`config.mk`:
```
export PLATFORM = sky130hd
export DESIGN_NAME = pixel_draw_scheduler_flat
export DESIGN_NICKNAME = d
export VERILOG_FILES = /design/src/rtl/pixel_draw_scheduler_if.sv /design/src/rtl/pixel_draw_scheduler.sv /design/src/flat_wrapper.sv
export SDC_FILE = /design/constraint.sdc
export NUM_CORES = 1
export LEC_CHECK = 0
export BUFFER_PORTS_ARGS = -buffer_cell sky130_fd_sc_hd__buf_2
export CELL_PAD_IN_SITES_DETAIL_PLACEMENT = 1
export CELL_PAD_IN_SITES_GLOBAL_PLACEMENT = 1
export CORE_MARGIN = 2
export CORE_UTILIZATION = 40
export CTS_CLUSTER_DIAMETER = 100
export DETAILED_ROUTE_END_ITERATION = 6
export PLACE_DENSITY = 0.76
export SYNTH_ARGS = -nofsm -noshare
export SYNTH_HDL_FRONTEND = slang
export SYNTH_SLANG_ARGS = --single-unit
```
`constraint.sdc`:
```
create_clock -name clock -period 4.57 [get_ports clock]
set_clock_uncertainty 0.05 [all_clocks]
set_input_delay 0.457 -clock clock [delete_from_list [all_inputs] [get_ports clock]]
set_output_delay 0.457 -clock clock [all_outputs]
set_load 0.02 [all_outputs]
```
`src/rtl/pixel_draw_scheduler_if.sv`:
```
// Command, grant/completion and pixel-output bundle between two draw requesters,
// the scheduler and the VGA adapter.
interface pixel_draw_scheduler_if;
  logic       req0;
  logic       req1;
  logic [8:0] x0_0;
  logic [8:0] x0_1;
  logic [7:0] y0_0;
  logic [7:0] y0_1;
  logic [8:0] w_0;
  logic [8:0] w_1;
  logic [7:0] h_0;
  logic [7:0] h_1;
  logic [2:0] col_0;
  logic [2:0] col_1;
  logic       gnt0;
  logic       gnt1;
  logic       done;
  logic       done_id;
  logic       busy;
  logic [8:0] x;
  logic [7:0] y;
  logic [2:0] colour;
  logic       plot;

  modport master (
    output req0, req1, x0_0, x0_1, y0_0, y0_1, w_0, w_1, h_0, h_1, col_0, col_1,
    input  gnt0, gnt1, done, done_id, busy, x, y, colour, plot
  );

  modport slave (
    input  req0, req1, x0_0, x0_1, y0_0, y0_1, w_0, w_1, h_0, h_1, col_0, col_1,
    output gnt0, gnt1, done, done_id, busy, x, y, colour, plot
  );
endinterface

```
`src/rtl/pixel_draw_scheduler.sv`:
```
// Round-robin scheduler for two rectangle-fill requesters; clips each rectangle to the
// screen and streams its pixels in raster order, one per cycle, to the VGA adapter.
module pixel_draw_scheduler #(
  parameter int unsigned SCREEN_W = 320,
  parameter int unsigned SCREEN_H = 240
) (
  input logic                  clock,
  input logic                  resetn,
  pixel_draw_scheduler_if.slave bus
);

  typedef enum logic [1:0] {StIdle, StLoad, StDraw, StDone} state_e;

  localparam logic [9:0] ScrW = 10'(SCREEN_W);
  localparam logic [9:0] ScrH = 10'(SCREEN_H);

  state_e     state_q, state_d;
  logic       rr_q, rr_d;
  logic       win_q, win_d;
  logic [8:0] cx0_q, cx0_d;
  logic [7:0] cy0_q, cy0_d;
  logic [8:0] cw_q, cw_d;
  logic [7:0] ch_q, ch_d;
  logic [2:0] ccol_q, ccol_d;
  logic [9:0] x_last_q, x_last_d;
  logic [9:0] y_last_q, y_last_d;

  logic       gnt0_q, gnt0_d;
  logic       gnt1_q, gnt1_d;
  logic       done_q, done_d;
  logic       done_id_q, done_id_d;
  logic       busy_q, busy_d;
  logic [8:0] x_q, x_d;
  logic [7:0] y_q, y_d;
  logic [2:0] colour_q, colour_d;
  logic       plot_q, plot_d;

  logic       sel;
  logic [9:0] x0_ext, y0_ext, w_ext, h_ext;
  logic [9:0] room_x, room_y, ew, eh;

  // 10-bit clip math: x0+w and y0+h never wrap.
  always_comb begin
    x0_ext = {1'b0, cx0_q};
    y0_ext = {2'b0, cy0_q};
    w_ext  = {1'b0, cw_q};
    h_ext  = {2'b0, ch_q};
    room_x = ScrW - x0_ext;
    room_y = ScrH - y0_ext;
    ew     = (x0_ext >= ScrW) ? 10'd0 : ((w_ext < room_x) ? w_ext : room_x);
    eh     = (y0_ext >= ScrH) ? 10'd0 : ((h_ext < room_y) ? h_ext : room_y);
  end

  // Contention goes to the pointer; a lone request always wins.
  assign sel = (bus.req0 && bus.req1) ? rr_q : bus.req1;

  always_comb begin
    state_d   = state_q;
    rr_d      = rr_q;
    win_d     = win_q;
    cx0_d     = cx0_q;
    cy0_d     = cy0_q;
    cw_d      = cw_q;
    ch_d      = ch_q;
    ccol_d    = ccol_q;
    x_last_d  = x_last_q;
    y_last_d  = y_last_q;
    gnt0_d    = 1'b0;
    gnt1_d    = 1'b0;
    done_d    = 1'b0;
    done_id_d = done_id_q;
    x_d       = x_q;
    y_d       = y_q;
    colour_d  = colour_q;
    plot_d    = 1'b0;

    unique case (state_q)
      StIdle: begin
        if (bus.req0 || bus.req1) begin
          state_d = StLoad;
          win_d   = sel;
          gnt0_d  = ~sel;
          gnt1_d  = sel;
          cx0_d   = sel ? bus.x0_1  : bus.x0_0;
          cy0_d   = sel ? bus.y0_1  : bus.y0_0;
          cw_d    = sel ? bus.w_1   : bus.w_0;
          ch_d    = sel ? bus.h_1   : bus.h_0;
          ccol_d  = sel ? bus.col_1 : bus.col_0;
        end
      end
      StLoad: begin
        if (ew == 10'd0 || eh == 10'd0) begin
          state_d   = StDone;
          done_d    = 1'b1;
          done_id_d = win_q;
        end else begin
          state_d  = StDraw;
          plot_d   = 1'b1;
          x_d      = cx0_q;
          y_d      = cy0_q;
          colour_d = ccol_q;
          x_last_d = x0_ext + ew - 10'd1;
          y_last_d = y0_ext + eh - 10'd1;
        end
      end
      StDraw: begin
        plot_d = 1'b1;
        if ({1'b0, x_q} == x_last_q) begin
          if ({2'b0, y_q} == y_last_q) begin
            state_d   = StDone;
            plot_d    = 1'b0;
            done_d    = 1'b1;
            done_id_d = win_q;
          end else begin
            x_d = cx0_q;
            y_d = y_q + 8'd1;
          end
        end else begin
          x_d = x_q + 9'd1;
        end
      end
      StDone: begin
        state_d = StIdle;
        rr_d    = ~win_q;
      end
      default: state_d = StIdle;
    endcase

    busy_d = (state_d != StIdle);
  end

  always_ff @(posedge clock or negedge resetn) begin
    if (!resetn) begin
      state_q   <= StIdle;
      rr_q      <= 1'b0;
      win_q     <= 1'b0;
      cx0_q     <= '0;
      cy0_q     <= '0;
      cw_q      <= '0;
      ch_q      <= '0;
      ccol_q    <= '0;
      x_last_q  <= '0;
      y_last_q  <= '0;
      gnt0_q    <= 1'b0;
      gnt1_q    <= 1'b0;
      done_q    <= 1'b0;
      done_id_q <= 1'b0;
      busy_q    <= 1'b0;
      x_q       <= '0;
      y_q       <= '0;
      colour_q  <= '0;
      plot_q    <= 1'b0;
    end else begin
      state_q   <= state_d;
      rr_q      <= rr_d;
      win_q     <= win_d;
      cx0_q     <= cx0_d;
      cy0_q     <= cy0_d;
      cw_q      <= cw_d;
      ch_q      <= ch_d;
      ccol_q    <= ccol_d;
      x_last_q  <= x_last_d;
      y_last_q  <= y_last_d;
      gnt0_q    <= gnt0_d;
      gnt1_q    <= gnt1_d;
      done_q    <= done_d;
      done_id_q <= done_id_d;
      busy_q    <= busy_d;
      x_q       <= x_d;
      y_q       <= y_d;
      colour_q  <= colour_d;
      plot_q    <= plot_d;
    end
  end

  assign bus.gnt0    = gnt0_q;
  assign bus.gnt1    = gnt1_q;
  assign bus.done    = done_q;
  assign bus.done_id = done_id_q;
  assign bus.busy    = busy_q;
  assign bus.x       = x_q;
  assign bus.y       = y_q;
  assign bus.colour  = colour_q;
  assign bus.plot    = plot_q;

endmodule

```
`src/flat_wrapper.sv`:
```
// flat-port wrapper written by rule: the top's interface ports become plain ports
module pixel_draw_scheduler_flat 
#(
  parameter int unsigned SCREEN_W = 320,
  parameter int unsigned SCREEN_H = 240
)
  (clock, resetn, bus_req0, bus_req1, bus_x0_0, bus_x0_1, bus_y0_0, bus_y0_1, bus_w_0, bus_w_1, bus_h_0, bus_h_1, bus_col_0, bus_col_1, bus_gnt0, bus_gnt1, bus_done, bus_done_id, bus_busy, bus_x, bus_y, bus_colour, bus_plot);
  pixel_draw_scheduler_if bus_i ();
  input logic clock;
  input logic resetn;
  input wire logic [$bits(bus_i.req0)-1:0] bus_req0;
  input wire logic [$bits(bus_i.req1)-1:0] bus_req1;
  input wire logic [$bits(bus_i.x0_0)-1:0] bus_x0_0;
  input wire logic [$bits(bus_i.x0_1)-1:0] bus_x0_1;
  input wire logic [$bits(bus_i.y0_0)-1:0] bus_y0_0;
  input wire logic [$bits(bus_i.y0_1)-1:0] bus_y0_1;
  input wire logic [$bits(bus_i.w_0)-1:0] bus_w_0;
  input wire logic [$bits(bus_i.w_1)-1:0] bus_w_1;
  input wire logic [$bits(bus_i.h_0)-1:0] bus_h_0;
  input wire logic [$bits(bus_i.h_1)-1:0] bus_h_1;
  input wire logic [$bits(bus_i.col_0)-1:0] bus_col_0;
  input wire logic [$bits(bus_i.col_1)-1:0] bus_col_1;
  output wire logic [$bits(bus_i.gnt0)-1:0] bus_gnt0;
  output wire logic [$bits(bus_i.gnt1)-1:0] bus_gnt1;
  output wire logic [$bits(bus_i.done)-1:0] bus_done;
  output wire logic [$bits(bus_i.done_id)-1:0] bus_done_id;
  output wire logic [$bits(bus_i.busy)-1:0] bus_busy;
  output wire logic [$bits(bus_i.x)-1:0] bus_x;
  output wire logic [$bits(bus_i.y)-1:0] bus_y;
  output wire logic [$bits(bus_i.colour)-1:0] bus_colour;
  output wire logic [$bits(bus_i.plot)-1:0] bus_plot;
  assign bus_i.req0 = bus_req0;
  assign bus_i.req1 = bus_req1;
  assign bus_i.x0_0 = bus_x0_0;
  assign bus_i.x0_1 = bus_x0_1;
  assign bus_i.y0_0 = bus_y0_0;
  assign bus_i.y0_1 = bus_y0_1;
  assign bus_i.w_0 = bus_w_0;
  assign bus_i.w_1 = bus_w_1;
  assign bus_i.h_0 = bus_h_0;
  assign bus_i.h_1 = bus_h_1;
  assign bus_i.col_0 = bus_col_0;
  assign bus_i.col_1 = bus_col_1;
  assign bus_gnt0 = bus_i.gnt0;
  assign bus_gnt1 = bus_i.gnt1;
  assign bus_done = bus_i.done;
  assign bus_done_id = bus_i.done_id;
  assign bus_busy = bus_i.busy;
  assign bus_x = bus_i.x;
  assign bus_y = bus_i.y;
  assign bus_colour = bus_i.colour;
  assign bus_plot = bus_i.plot;
  pixel_draw_scheduler #(.SCREEN_W(SCREEN_W), .SCREEN_H(SCREEN_H)) u_core (.clock(clock), .resetn(resetn), .bus(bus_i));
endmodule
```
# Word level (Yosys, flattened, before mapping)

Cells that the tools add are included.

Register bits after elaboration: 87
Input bits: 78
Output and inout port bits: 26
Logic and storage cells: 97

Add/subtract/negate cells: 8
$lt $le $gt $ge: 4
Equality and inequality tests: 11
Muxes and demuxes: 39
Bitwise gates (word level): 3
Reductions and logical operators: 13

Operator list:

| kind                  | count |
|---|---|
| $mux 9                | 5 |
| $mux 10               | 4 |
| $mux 8                | 5 |
| $logic_not 10->1      | 2 |
| $sub 10x1->10 const B | 2 |
| $pmux 9 s2            | 1 |
| $pmux 8 s2            | 1 |
| $mux 1                | 15 |
| $add 8x10->10         | 1 |
| $add 9x10->10         | 1 |
| $eq 8x10->1           | 1 |
| $eq 9x10->1           | 1 |
| $lt 8x10->1           | 1 |
| $lt 9x10->1           | 1 |
| $sub 9x9->10 const A  | 1 |
| $add 9x1->9 const B   | 1 |
| $ge 9x9->1 const B    | 1 |
| $sub 8x8->9 const A   | 1 |
| $add 8x1->8 const B   | 1 |
| $ge 8x8->1 const B    | 1 |
| $pmux 2 s4            | 1 |
| $reduce_and 4->1      | 2 |
| $mux 2                | 3 |
| $ne 2x1->1 const B    | 3 |
| 13 further kinds      | 22 |

# Longest topological paths before layout

Gate-level depths: netlist of the first run.

Word-level depth: 9
Depth in mapped cells: 23

# Worst setup path before layout of the first run

No wires, ideal clock.

Kind: register to register
Start point: register u_core.cx0_q[0]
End point: register u_core.x_last_q[9]
Library setup time: 0.125 ns
Arrival time: 4.790 ns
Setup slack: -0.395 ns
Cell stages (with the launch flop): 24
Cells stage by stage: dfrtp_1 > inv_1 > ha_1 > nor3b_1 > xnor2_1 > inv_1 > ha_1 > nand4_1 > nor2_1 > a2111oi_4 > nor2_1 > mux2_2 > nand2_1 > ha_1 > inv_1 > ha_1 > fa_1 > a21o_1 > a21o_1 > a21o_1 > a21oi_1 > o21ai_0 > xor2_1 > mux2_2

Word-level cells in the longest chain between the ends: 8

Ends and longest elaborated chain:

| item                                                 | line                        | text |
|---|---|---|
| start: declaration                                   | pixel_draw_scheduler.sv:20  | `logic [8:0] cx0_q, cx0_d;` |
| start signal: assignment                             | pixel_draw_scheduler.sv:137 | `cx0_q <= '0;` |
| start signal: assignment                             | pixel_draw_scheduler.sv:157 | `cx0_q <= cx0_d;` |
| branches (longest 8 deep; another with $sub 9x9->10) | --                          |  |
| end signal: assignment                               | pixel_draw_scheduler.sv:162 | `x_last_q <= x_last_d;` |
| end: declaration                                     | pixel_draw_scheduler.sv:25  | `logic [9:0] x_last_q, x_last_d;` |

Parallel ways; which one is timed is not known.
A chain may end at the register's enable or synchronous reset.

# Worst setup path after layout of the first run

Start point: register u_core.cx0_q[2]
End point: register u_core.x_last_q[9]

The elaborated chain is that of the path after synthesis.

==> results of run 1 <==
## critical path, cell delays in order (launching register included)
cell and delay, ns:
dfrtp_2 0.45, buf_4 0.16, nor3_4 0.19, buf_4 0.14, xnor2_1 0.11, ha_1 0.24
a211oi_2 0.20, o21ai_1 0.13, a2111oi_4 0.46, nor2_4 0.07, mux2_4 0.32, nand2_2 0.06
ha_2 0.16, inv_2 0.04, ha_4 0.16, fa_2 0.39, a21o_1 0.19, a21o_1 0.18
a21o_1 0.18, a21oi_2 0.18, o21ai_2 0.07, xor2_1 0.14, mux2_4 0.26
## flip-flops by register name (all words and copies together), names as in the netlist, 2 cells and up
name	count
u_core.ch_q	8
u_core.ccol_q	3
u_core.bus.x	9
u_core.cy0_q	8
u_core.cx0_q	9
u_core.state_q	2
u_core.bus.colour	3
u_core.cw_q	9
u_core.bus.y	8
u_core.x_last_q	10
u_core.y_last_q	10
## cell families after synthesis
kind of cell             after synthesis  synth area share, %
XOR/XNOR                              43                 5.99
other                                  1               0.0597
AO/OA/AOI/OAI                        174                 18.9
multiplexers                          59                 9.98
AND/OR/NAND/NOR                      164                 12.9
buffers and inverters                 88                 5.76
flip-flops                            87                 34.7
adder cells (fa/ha/maj)               58                 11.8
## cells in the mapped netlist (2+ instances only)
| master | instances |
|---|---|
| or3_1 | 3 |
| xor2_1 | 17 |
| mux2_2 | 28 |
| o21ai_1 | 4 |
| a21oi_1 | 21 |
| or4_4 | 2 |
| a21boi_1 | 2 |
| nand4_1 | 5 |
| nor2_4 | 2 |
| inv_1 | 62 |
| nand3b_1 | 4 |
| o31ai_1 | 9 |
| nor3b_1 | 2 |
| nand3_1 | 10 |
| dfrtp_1 | 87 |
| a22o_1 | 16 |
| and3_1 | 7 |
| nor4_1 | 7 |
| o22a_1 | 3 |
| o21bai_1 | 2 |
| a2111o_1 | 2 |
| o32a_1 | 4 |
| xnor2_1 | 26 |
| nand2_1 | 70 |
| o22ai_1 | 3 |
| buf_6 | 3 |
| a21o_1 | 11 |
| clkbuf_1 | 18 |
| nor3_1 | 9 |
| mux2i_1 | 30 |
| ha_1 | 56 |
| nand2b_1 | 2 |
| fa_1 | 2 |
| buf_4 | 2 |
| and2_1 | 3 |
| o211ai_1 | 11 |
| nor2_1 | 30 |
| a31oi_1 | 7 |
| o21ai_0 | 62 |
| a211oi_1 | 4 |
| buf_1 | 2 |
## placed cells by master, fill, tap and decap left out, types with 20 or more instances in the layout
cell type / instances
buf_2: 102
dfrtp_1: 84
nand2_1: 64
buf_4: 62
o21ai_0: 55
inv_1: 52
ha_1: 40
mux2i_1: 30
nor2_1: 26
mux2_2: 20
## repair_timing
item / 4_1_cts / 5_1_grt
pin swaps: 28 / 49
endpoints found under the setup margin: 8 / 10
setup buffers: 11 / 12
cloned: 0 / 0
resized for setup: 28 / 58
## path summary, 6_finish.rpt
path / start / endpoint / slack [ns] / cells past startpoint
max in group asynchronous: resetn / u_core.cx0_q[2] / 3.44 / 2
min: resetn / u_core.bus.x[1] / 0.12 / 1
max reg2reg: u_core.cx0_q[2] / u_core.x_last_q[9] / -0.07 / 22
min in group clock: bus_w_0[4] / u_core.cw_q[4] / 0.35 / 3
min reg2reg: u_core.ccol_q[0] / u_core.ccol_q[0] / 0.45 / 2
max: u_core.cx0_q[2] / u_core.x_last_q[9] / -0.07 / 22
## final cells by class
class                   instances  area (um2)  share of cell area [%]
well taps                     211         264                    3.24
clock buffers                  13         260                    3.19
multi-input cells             499        4200                    51.5
inverters                      62         233                    2.85
flip-flops and latches         87        2180                    26.7
clock inverters                 3        17.5                   0.215
repair buffers                166         998                    12.2
## metal layers
metal	part of all wire, %	vias to the layer above	GRT usage [%]
li1	-	2693	-
met1	45	2800	33.3
met2	47	163	39.5
met3	4.7	41	3.18
met4	2.7	0	8.31
met5	0	-	0
## through the flow
step	cell area, um2	hold WS, ns	cells
global route	8150	0.189	1041
global placement	7310	0.403	1002
CTS	7790	0.158	1029
detailed placement	7310	0.430	1002
floorplan	6340	0.111	674
finish	8150	0.117	1041
==> out/results.ini, run 1 <==
[outcome]
status=finished, violations left
violations=setup timing

[routing]
routedWlPerCell_um=19.4
vias=5697
route.detailed.drc=0
drt-initial-drc-count=319
vias_per_cell=5.47
drt_pass1_iterations=4
antenna_left=0
finalWirelength_mm=20.2

[cells_and_area]
drive_above_1_share_pct=35.4
final_util_pct=53.4
num_antenna_cells=0
nets=961
nFillCells=1759
area_growth_syn_to_layout_pct=29.8

[sta]
slew_viol_final=0
period_needed_ns=4.64
fin_crit_sh_pct=101
rsz0062_at_grt=yes
setup_violations=3
fin_ws_ns=-0.0681
tightest_slew_ns=0.977
tns_ns=-0.122
fmax_ghz=0.216
relSlewSlack_pct=34.6
finalHoldViolCount=0

[die]
initial_utilization_pct=41.2
placementRows=45
die-height_um=129
core-area_um2=15300
io_pins=104
die_w_um=129
dieArea_um2=16700

[setup_path]
crit_fanout=4
path_class=reg2reg
arrival_ns=4.82
crit_required_ns=4.75
end_kind=register
startpoint_type=register

[synth]
ys.flop_type=dfrtp_1
ys_types=65
synth_edf_count=0
netlist_instances=674
synth-seq-cells=87
netlist_top_cells_area=dfrtp_1 35%, ha_1 11%, mux2_2 5.0%, o21ai_0 4.9%, mux2i_1 4.8%
yosysWarnings=0
syn_nets=810
avgSynthCellArea_um2=9.32
synth_top_cell_by_area=dfrtp_1
async_reset_ff_share_pct=100
synth_area_um2=6280
synth_top_area_share_pct=34.7
synth_seq_area_share_pct=34.7

[grt]
grt_pass1_vias=6089
overflow=0
grt_usage_pct=24.2
antenna_found_initial=0
grt_max_degree=59
grt_pass1_wl_mm=31.6

[clock_network]
clock-sinks=87
ctsHoldBuffers=0
cts_tree=built
htreeDepth=3
clock-root-buffer=clkbuf_16
cts_inserted_buffers=9
path_clk_slew_ns=0.06
cts_buffer_depth=2
clock_latency_ns=0.35

[place]
io_buffer_count=103
routabilityCongestion=0.922
place_ws_ns=-0.238
dp_hpwl_mm=14.7

[hold_path]
min_path_type=in2async

[run]
cap_viol_max_count=0

Power of run 1 is not shown: default switching activity piles up to over one toggle a cycle in this logic, so the estimate is an artifact.
==> run 2: changes to the inputs <==
--- a/config.mk
+++ b/config.mk
@@ -7,12 +7,12 @@
 export LEC_CHECK = 0
 export BUFFER_PORTS_ARGS = -buffer_cell sky130_fd_sc_hd__buf_2
 export CELL_PAD_IN_SITES_DETAIL_PLACEMENT = 1
-export CELL_PAD_IN_SITES_GLOBAL_PLACEMENT = 1
+export CELL_PAD_IN_SITES_GLOBAL_PLACEMENT = 2
 export CORE_MARGIN = 2
-export CORE_UTILIZATION = 40
+export CORE_UTILIZATION = 32
 export CTS_CLUSTER_DIAMETER = 100
 export DETAILED_ROUTE_END_ITERATION = 6
-export PLACE_DENSITY = 0.76
+export PLACE_DENSITY = 0.75
 export SYNTH_ARGS = -nofsm -noshare
 export SYNTH_HDL_FRONTEND = slang
 export SYNTH_SLANG_ARGS = --single-unit
==> run 2 against run 1 <==
The run now ends clean. Global-route usage down 5.5 points. Via count decreased by 4.4%. Worst setup slack better by 0.080 ns. Sequential share of layout area is 0.44 points higher. Core utilization decreased by 12 points. Maximum frequency rose by 1.7%. Flip-flop and latch count unchanged. Cell area is 1.7% lower. Final cell count grew 4.2%. Non-clock buffer count fell by 9. Die area up 24%.
==> out/results.ini, run 2 (same netlist as run 1, synthesis figures left out) <==
[routing]
route.detailed.drc=0  ; unchanged
finalWirelength_mm=18.7  ; was 20.2 mm
vias=5445  ; was 5697
drt_pass1_iterations=4  ; unchanged
antenna_left=0  ; unchanged
vias_per_cell=5.02  ; was 5.47
routedWlPerCell_um=17.3  ; was 19.4 um
drt-initial-drc-count=197  ; was 319

[outcome]
status=finished clean  ; was finished, violations left

[clock_network]
path_clk_slew_ns=0.06  ; about the same
clock-root-buffer=clkbuf_16  ; unchanged
cts_buffer_depth=2  ; unchanged
ctsHoldBuffers=0  ; unchanged
clock-sinks=87  ; unchanged
cts_inserted_buffers=9  ; unchanged
htreeDepth=3  ; unchanged
clock_latency_ns=0.34  ; was 0.35 ns
cts_tree=built  ; unchanged

[setup_path]
crit_start=u_core.cx0_q[2]  ; unchanged
timing.rr.end=u_core.x_last_q[9]  ; unchanged
arrival_ns=4.73  ; was 4.82 ns
path_class=reg2reg  ; unchanged
end_kind=register  ; unchanged
reg2reg_from=u_core.cx0_q[2]  ; unchanged
reg2reg_depth=21  ; was 22
crit_required_ns=4.74  ; was 4.75 ns
reg2reg_slack_ns=0.01  ; was -0.07 ns
startpoint_type=register  ; unchanged
crit_fanout=4  ; unchanged

[grt]
overflow=0  ; unchanged
grt_pass1_vias=5766  ; was 6089
grt_pass1_wl_mm=30.4  ; was 31.6 mm
grt_usage_pct=18.7  ; was 24.2%
antenna_found_initial=0  ; unchanged
grt_max_degree=57  ; was 59

[cells_and_area]
nets=952  ; was 961
fin_area_um2=8020  ; was 8150 um2
biggestRegsByFlops=u_core.x_last_q (10), u_core.y_last_q (10)  ; unchanged
nFillCells=2261  ; was 1759
layout_commonest_cell=buf_2  ; unchanged
register_area_um2=2180  ; about the same
instances_no_fill=1085  ; was 1041
area_growth_syn_to_layout_pct=27.6  ; was 29.8%
layout_common_cells=102 x buf_2, 85 x dfrtp_1, 66 x nand2_1  ; was 102 x buf_2, 84 x dfrtp_1, 64 x nand2_1
multiInputGateArea_um2=4080  ; was 4200 um2
drive_above_1_share_pct=32.4  ; was 35.4%
num_antenna_cells=0  ; unchanged

[sta]
slew_viol_final=0  ; unchanged
fmax_ghz=0.219  ; was 0.216 GHz
hold-worst-slack_ns=0.0144  ; was 0.117 ns
relSlewSlack_pct=34.2  ; was 34.6%
fin_crit_sh_pct=99.7  ; was 101%
finalHoldViolCount=0  ; unchanged
tns_ns=0  ; was -0.122 ns
rsz0062_at_grt=yes  ; unchanged
period_needed_ns=4.56  ; was 4.64 ns
setup_violations=0  ; was 3
tightest_slew_ns=0.983  ; was 0.977 ns

[place]
place_area_um2=7350  ; was 7310 um2
io_buffer_count=103  ; unchanged
dp_hpwl_mm=14.6  ; was 14.7 mm
routabilityCongestion=0.917  ; was 0.922
dp_cells=1052  ; was 1002

[die]
initial_utilization_pct=32.5  ; was 41.2%
dieArea_um2=20800  ; was 16700 um2
core-area_um2=19300  ; was 15300 um2
die-height_um=144  ; was 129 um
die_w_um=144  ; was 129 um
io_pins=104  ; unchanged
placementRows=51  ; was 45

[hold_path]
min_path_type=in2async  ; unchanged

[run]
cap_viol_max_count=0  ; unchanged

==> run 2: cell types whose count changed in the layout (fill, tap and decap cells not counted), sizes merged <==
cell,change
clkinvlp,-1
clkbuf,+1
buf,-9
clkinv,-1
==> run 2: layout make-up <==
| type | instances | area share, % |
|---|---|---|
| multi-input combinational | 499 | 50.9 |
| tap | 265 | 4.14 |
| sequential | 87 | 27.2 |
| timing repair buffer | 157 | 11.6 |
| clock inverter | 1 | 0.0624 |
| inverter | 62 | 2.90 |
| clock buffer | 14 | 3.17 |
==> run 2: worst max-delay path by stage <==
stage / to / slack (ns)
finish: u_core.x_last_q[9] / 0.01
global route: u_core.x_last_q[9] / -0.20
CTS: u_core.y_last_q[8] / 0.001
detailed placement: u_core.y_last_q[8] / -0.11
global placement: u_core.y_last_q[7] / -0.0009
floorplan: u_core.y_last_q[8] / 0.003
==> run 2: worst max-delay path: stages, from the launching register on <==
cell and delay, ns:
dfrtp_2 0.45, nor4_4 0.39, nand2_2 0.13, xnor2_2 0.20, ha_1 0.29, nand4_1 0.12, nor2_2 0.07, a2111oi_4 0.39
nor2_4 0.07, mux2_4 0.22, nand2_4 0.05, ha_4 0.26, inv_1 0.04, ha_2 0.19, fa_2 0.36, a21o_1 0.19
a21o_1 0.17, a21o_1 0.17, a21oi_2 0.16, o21ai_2 0.07, xor2_1 0.14, mux2_4 0.26
==> run 2: stage by stage <==
stage                     setup slack (ns)  utilization (%)
after floorplan                    0.00340                -
after global placement           -0.000881             38.0
after detailed placement            -0.107             38.0
after CTS                          0.00138             40.1
after global routing                -0.197             41.5
final                               0.0117             41.5
==> run 2: repair_timing <==
| action | 4_1_cts | 5_1_grt |
|---|---|---|
| pin swaps | 11 | 24 |
| setup buffers | 10 | 8 |
| setup endpoints to repair | 6 | 9 |
| gates resized for setup | 19 | 44 |
==> run 2: routing by layer <==
layer	routed length, um	track usage, %	vias to the layer above
li1	-	-	2682
met1	9330	26.4	2624
met2	8420	29.9	121
met3	725	2.72	18
met4	263	5.52	0
met5	0	0	-
Power of run 2 is left out for the same reason.
==> run 3: changes to the inputs <==
--- a/config.mk
+++ b/config.mk
@@ -6,12 +6,14 @@
 export NUM_CORES = 1
 export LEC_CHECK = 0
 export BUFFER_PORTS_ARGS = -buffer_cell sky130_fd_sc_hd__buf_2
+export CAP_MARGIN = 20
 export CELL_PAD_IN_SITES_DETAIL_PLACEMENT = 1
 export CELL_PAD_IN_SITES_GLOBAL_PLACEMENT = 2
 export CORE_MARGIN = 2
 export CORE_UTILIZATION = 32
 export CTS_CLUSTER_DIAMETER = 100
 export DETAILED_ROUTE_END_ITERATION = 6
+export MAX_ROUTING_LAYER = met4
 export PLACE_DENSITY = 0.75
 export SYNTH_ARGS = -nofsm -noshare
 export SYNTH_HDL_FRONTEND = slang
==> run 3 against run 2 <==
The run now ends with setup timing left. Maximum frequency decreased by 0.47%. Final cell count increased by 0.46%. Critical path depth unchanged. Global-route usage increased by 0.075 points. Via count increased by 0.96%. Die area unchanged. Worst hold slack improved by 0.11 ns. Core utilization increased by 1.2 points. Cell area increased by 2.9%. Register-to-register slack got worse by 0.02 ns. Sequential share of layout area decreased by 0.76 points. Flip-flop and latch count unchanged. Critical endpoint unchanged. Largest cell class unchanged.
==> out/results.ini, run 3 (same netlist as run 1, synthesis figures left out) <==
[outcome]
status=finished, violations left  ; was finished clean
violations=setup timing

[sta]
rsz0062_at_grt=yes  ; unchanged
fin_crit_sh_pct=100  ; was 99.7%
slew_viol_final=0  ; unchanged
tns_ns=-0.00972  ; was 0 ns
finalHoldViolCount=0  ; unchanged
relSlewSlack_pct=25.2  ; was 34.2%
fin_ws_ns=-0.00972  ; was 0.0117 ns
setup_violations=1  ; was 0
hold-worst-slack_ns=0.123  ; was 0.0144 ns
period_needed_ns=4.58  ; was 4.56 ns
fmax_ghz=0.218  ; was 0.219 GHz
tightest_slew_ns=1.12  ; was 0.983 ns

[grt]
grt_pass1_wl_mm=29.6  ; was 30.4 mm
grt_pass1_vias=5633  ; was 5766
overflow=0  ; unchanged
antenna_found_initial=0  ; unchanged
grt_max_degree=53  ; was 57
grt_usage_pct=18.8  ; was 18.7%

[run]
cap_viol_max_count=0  ; unchanged

[place]
io_buffer_count=103  ; unchanged
dp_hpwl_mm=14.3  ; was 14.6 mm
place_ws_ns=-0.190  ; was -0.107 ns
routabilityCongestion=0.969  ; was 0.917
place_area_um2=7360  ; was 7350 um2

[cells_and_area]
nets=957  ; was 952
num_antenna_cells=0  ; unchanged
biggestRegsByFlops=u_core.x_last_q (10), u_core.y_last_q (10)  ; unchanged
area_growth_syn_to_layout_pct=31.3  ; was 27.6%
layout_commonest_cell=buf_2  ; unchanged
nFillCells=2218  ; was 2261
fin_area_um2=8250  ; was 8020 um2
drive_above_1_share_pct=35.0  ; was 32.4%
layout_common_cells=102 x buf_2, 84 x dfrtp_1, 63 x nand2_1  ; was 102 x buf_2, 85 x dfrtp_1, 66 x nand2_1

[die]
die-height_um=144  ; unchanged
core-area_um2=19300  ; unchanged
placementRows=51  ; unchanged
die_w_um=144  ; unchanged
io_pins=104  ; unchanged
dieArea_um2=20800  ; unchanged
initial_utilization_pct=32.5  ; unchanged

[routing]
route.detailed.drc=0  ; unchanged
drt_pass1_iterations=4  ; unchanged
routedWlPerCell_um=17.6  ; was 17.3 um
vias_per_cell=5.04  ; was 5.02
finalWirelength_mm=19.2  ; was 18.7 mm
drt-initial-drc-count=218  ; was 197
antenna_left=0  ; unchanged
vias=5497  ; was 5445

[setup_path]
startpoint_type=register  ; unchanged
crit_required_ns=4.75  ; was 4.74 ns
crit_fanout=4  ; unchanged
path_class=reg2reg  ; unchanged
arrival_ns=4.76  ; was 4.73 ns
end_kind=register  ; unchanged

[clock_network]
ctsHoldBuffers=0  ; unchanged
cts_buffer_depth=2  ; unchanged
cts_tree=built  ; unchanged
path_clk_slew_ns=0.06  ; about the same
htreeDepth=3  ; unchanged
cts_inserted_buffers=9  ; unchanged
clock-sinks=87  ; unchanged
clock_latency_ns=0.35  ; was 0.34 ns
clock-root-buffer=clkbuf_16  ; unchanged

[hold_path]
min_path_type=in2async  ; unchanged

[run 3: cell types whose count changed in the layout (fill, tap and decap cells not counted), moves of 3 or more]
| cell | delta |
|---|---|
| nand2_1 | -3 |
| clkbuf_1 | -3 |
| ha_1 | -4 |
| buf_4 | +3 |
| ha_2 | -4 |
| mux2_4 | +4 |
| nand2_4 | +3 |
| ha_4 | +8 |
| inv_1 | -4 |
| mux2_2 | -4 |
[run 3: per-layer routing]
layer	track usage (%)	vias to the layer above	wire length, um
li1	-	2688	-
met1	26.3	2665	9450
met2	28.3	119	8650
met3	2.28	25	705
met4	6.24	0	382
met5	-	-	0
[run 3: worst max-delay path, stage by stage (launching register included)]
cell	delay, ns
dfrtp_2	0.46
nor4_4	0.38
a21oi_2	0.14
xnor2_2	0.22
ha_1	0.28
nand4_1	0.12
nor2_2	0.07
a2111oi_4	0.39
nor2_4	0.09
mux2_4	0.23
nand2_4	0.05
ha_4	0.26
inv_2	0.04
ha_4	0.15
fa_2	0.38
a21o_1	0.18
a21o_1	0.17
a21o_1	0.16
a21oi_2	0.17
o21ai_2	0.07
xor2_1	0.14
mux2_4	0.25
[run 3: final timing paths]
check	from	slack, ns	cells after the start	endpoint
worst max-delay path	u_core.cx0_q[2]	-0.01	21	u_core.x_last_q[9]
min in group clock	bus_h_0[6]	0.35	3	u_core.ch_q[6]
worst min register to register	u_core.win_q	0.42	1	u_core.rr_q
max in group asynchronous	resetn	3.35	2	u_core.cx0_q[0]
worst min-delay path	resetn	0.12	1	u_core.bus.x[2]
worst max register to register	u_core.cx0_q[2]	-0.01	21	u_core.x_last_q[9]
[run 3: cell type report]
class                   instances  area, um2  share of cell area (%)
clock buffers                  12        256                    3.11
inverters                      62        238                    2.88
repair buffers                162        976                    11.8
well taps                     265        332                    4.02
flip-flops and latches         87       2180                    26.4
clock inverters                 3       42.5                   0.516
multi-input cells             499       4230                    51.2
[run 3: timing repair]
| action | in CTS | in global routing |
|---|---|---|
| resized for setup | 13 | 83 |
| pin swaps | 7 | 42 |
| setup endpoints to repair | 6 | 10 |
| endpoints found under the hold margin | 0 | 0 |
| buffers inserted | 7 | 15 |
[run 3: through the flow]
stage	std cells	utilization (%)
after floorplan	674	-
after global placement	1053	38.0
after detailed placement	1053	38.0
after CTS	1075	40.1
after global routing	1090	42.7
final	1090	42.7
Power of run 3 is left out for the same reason.
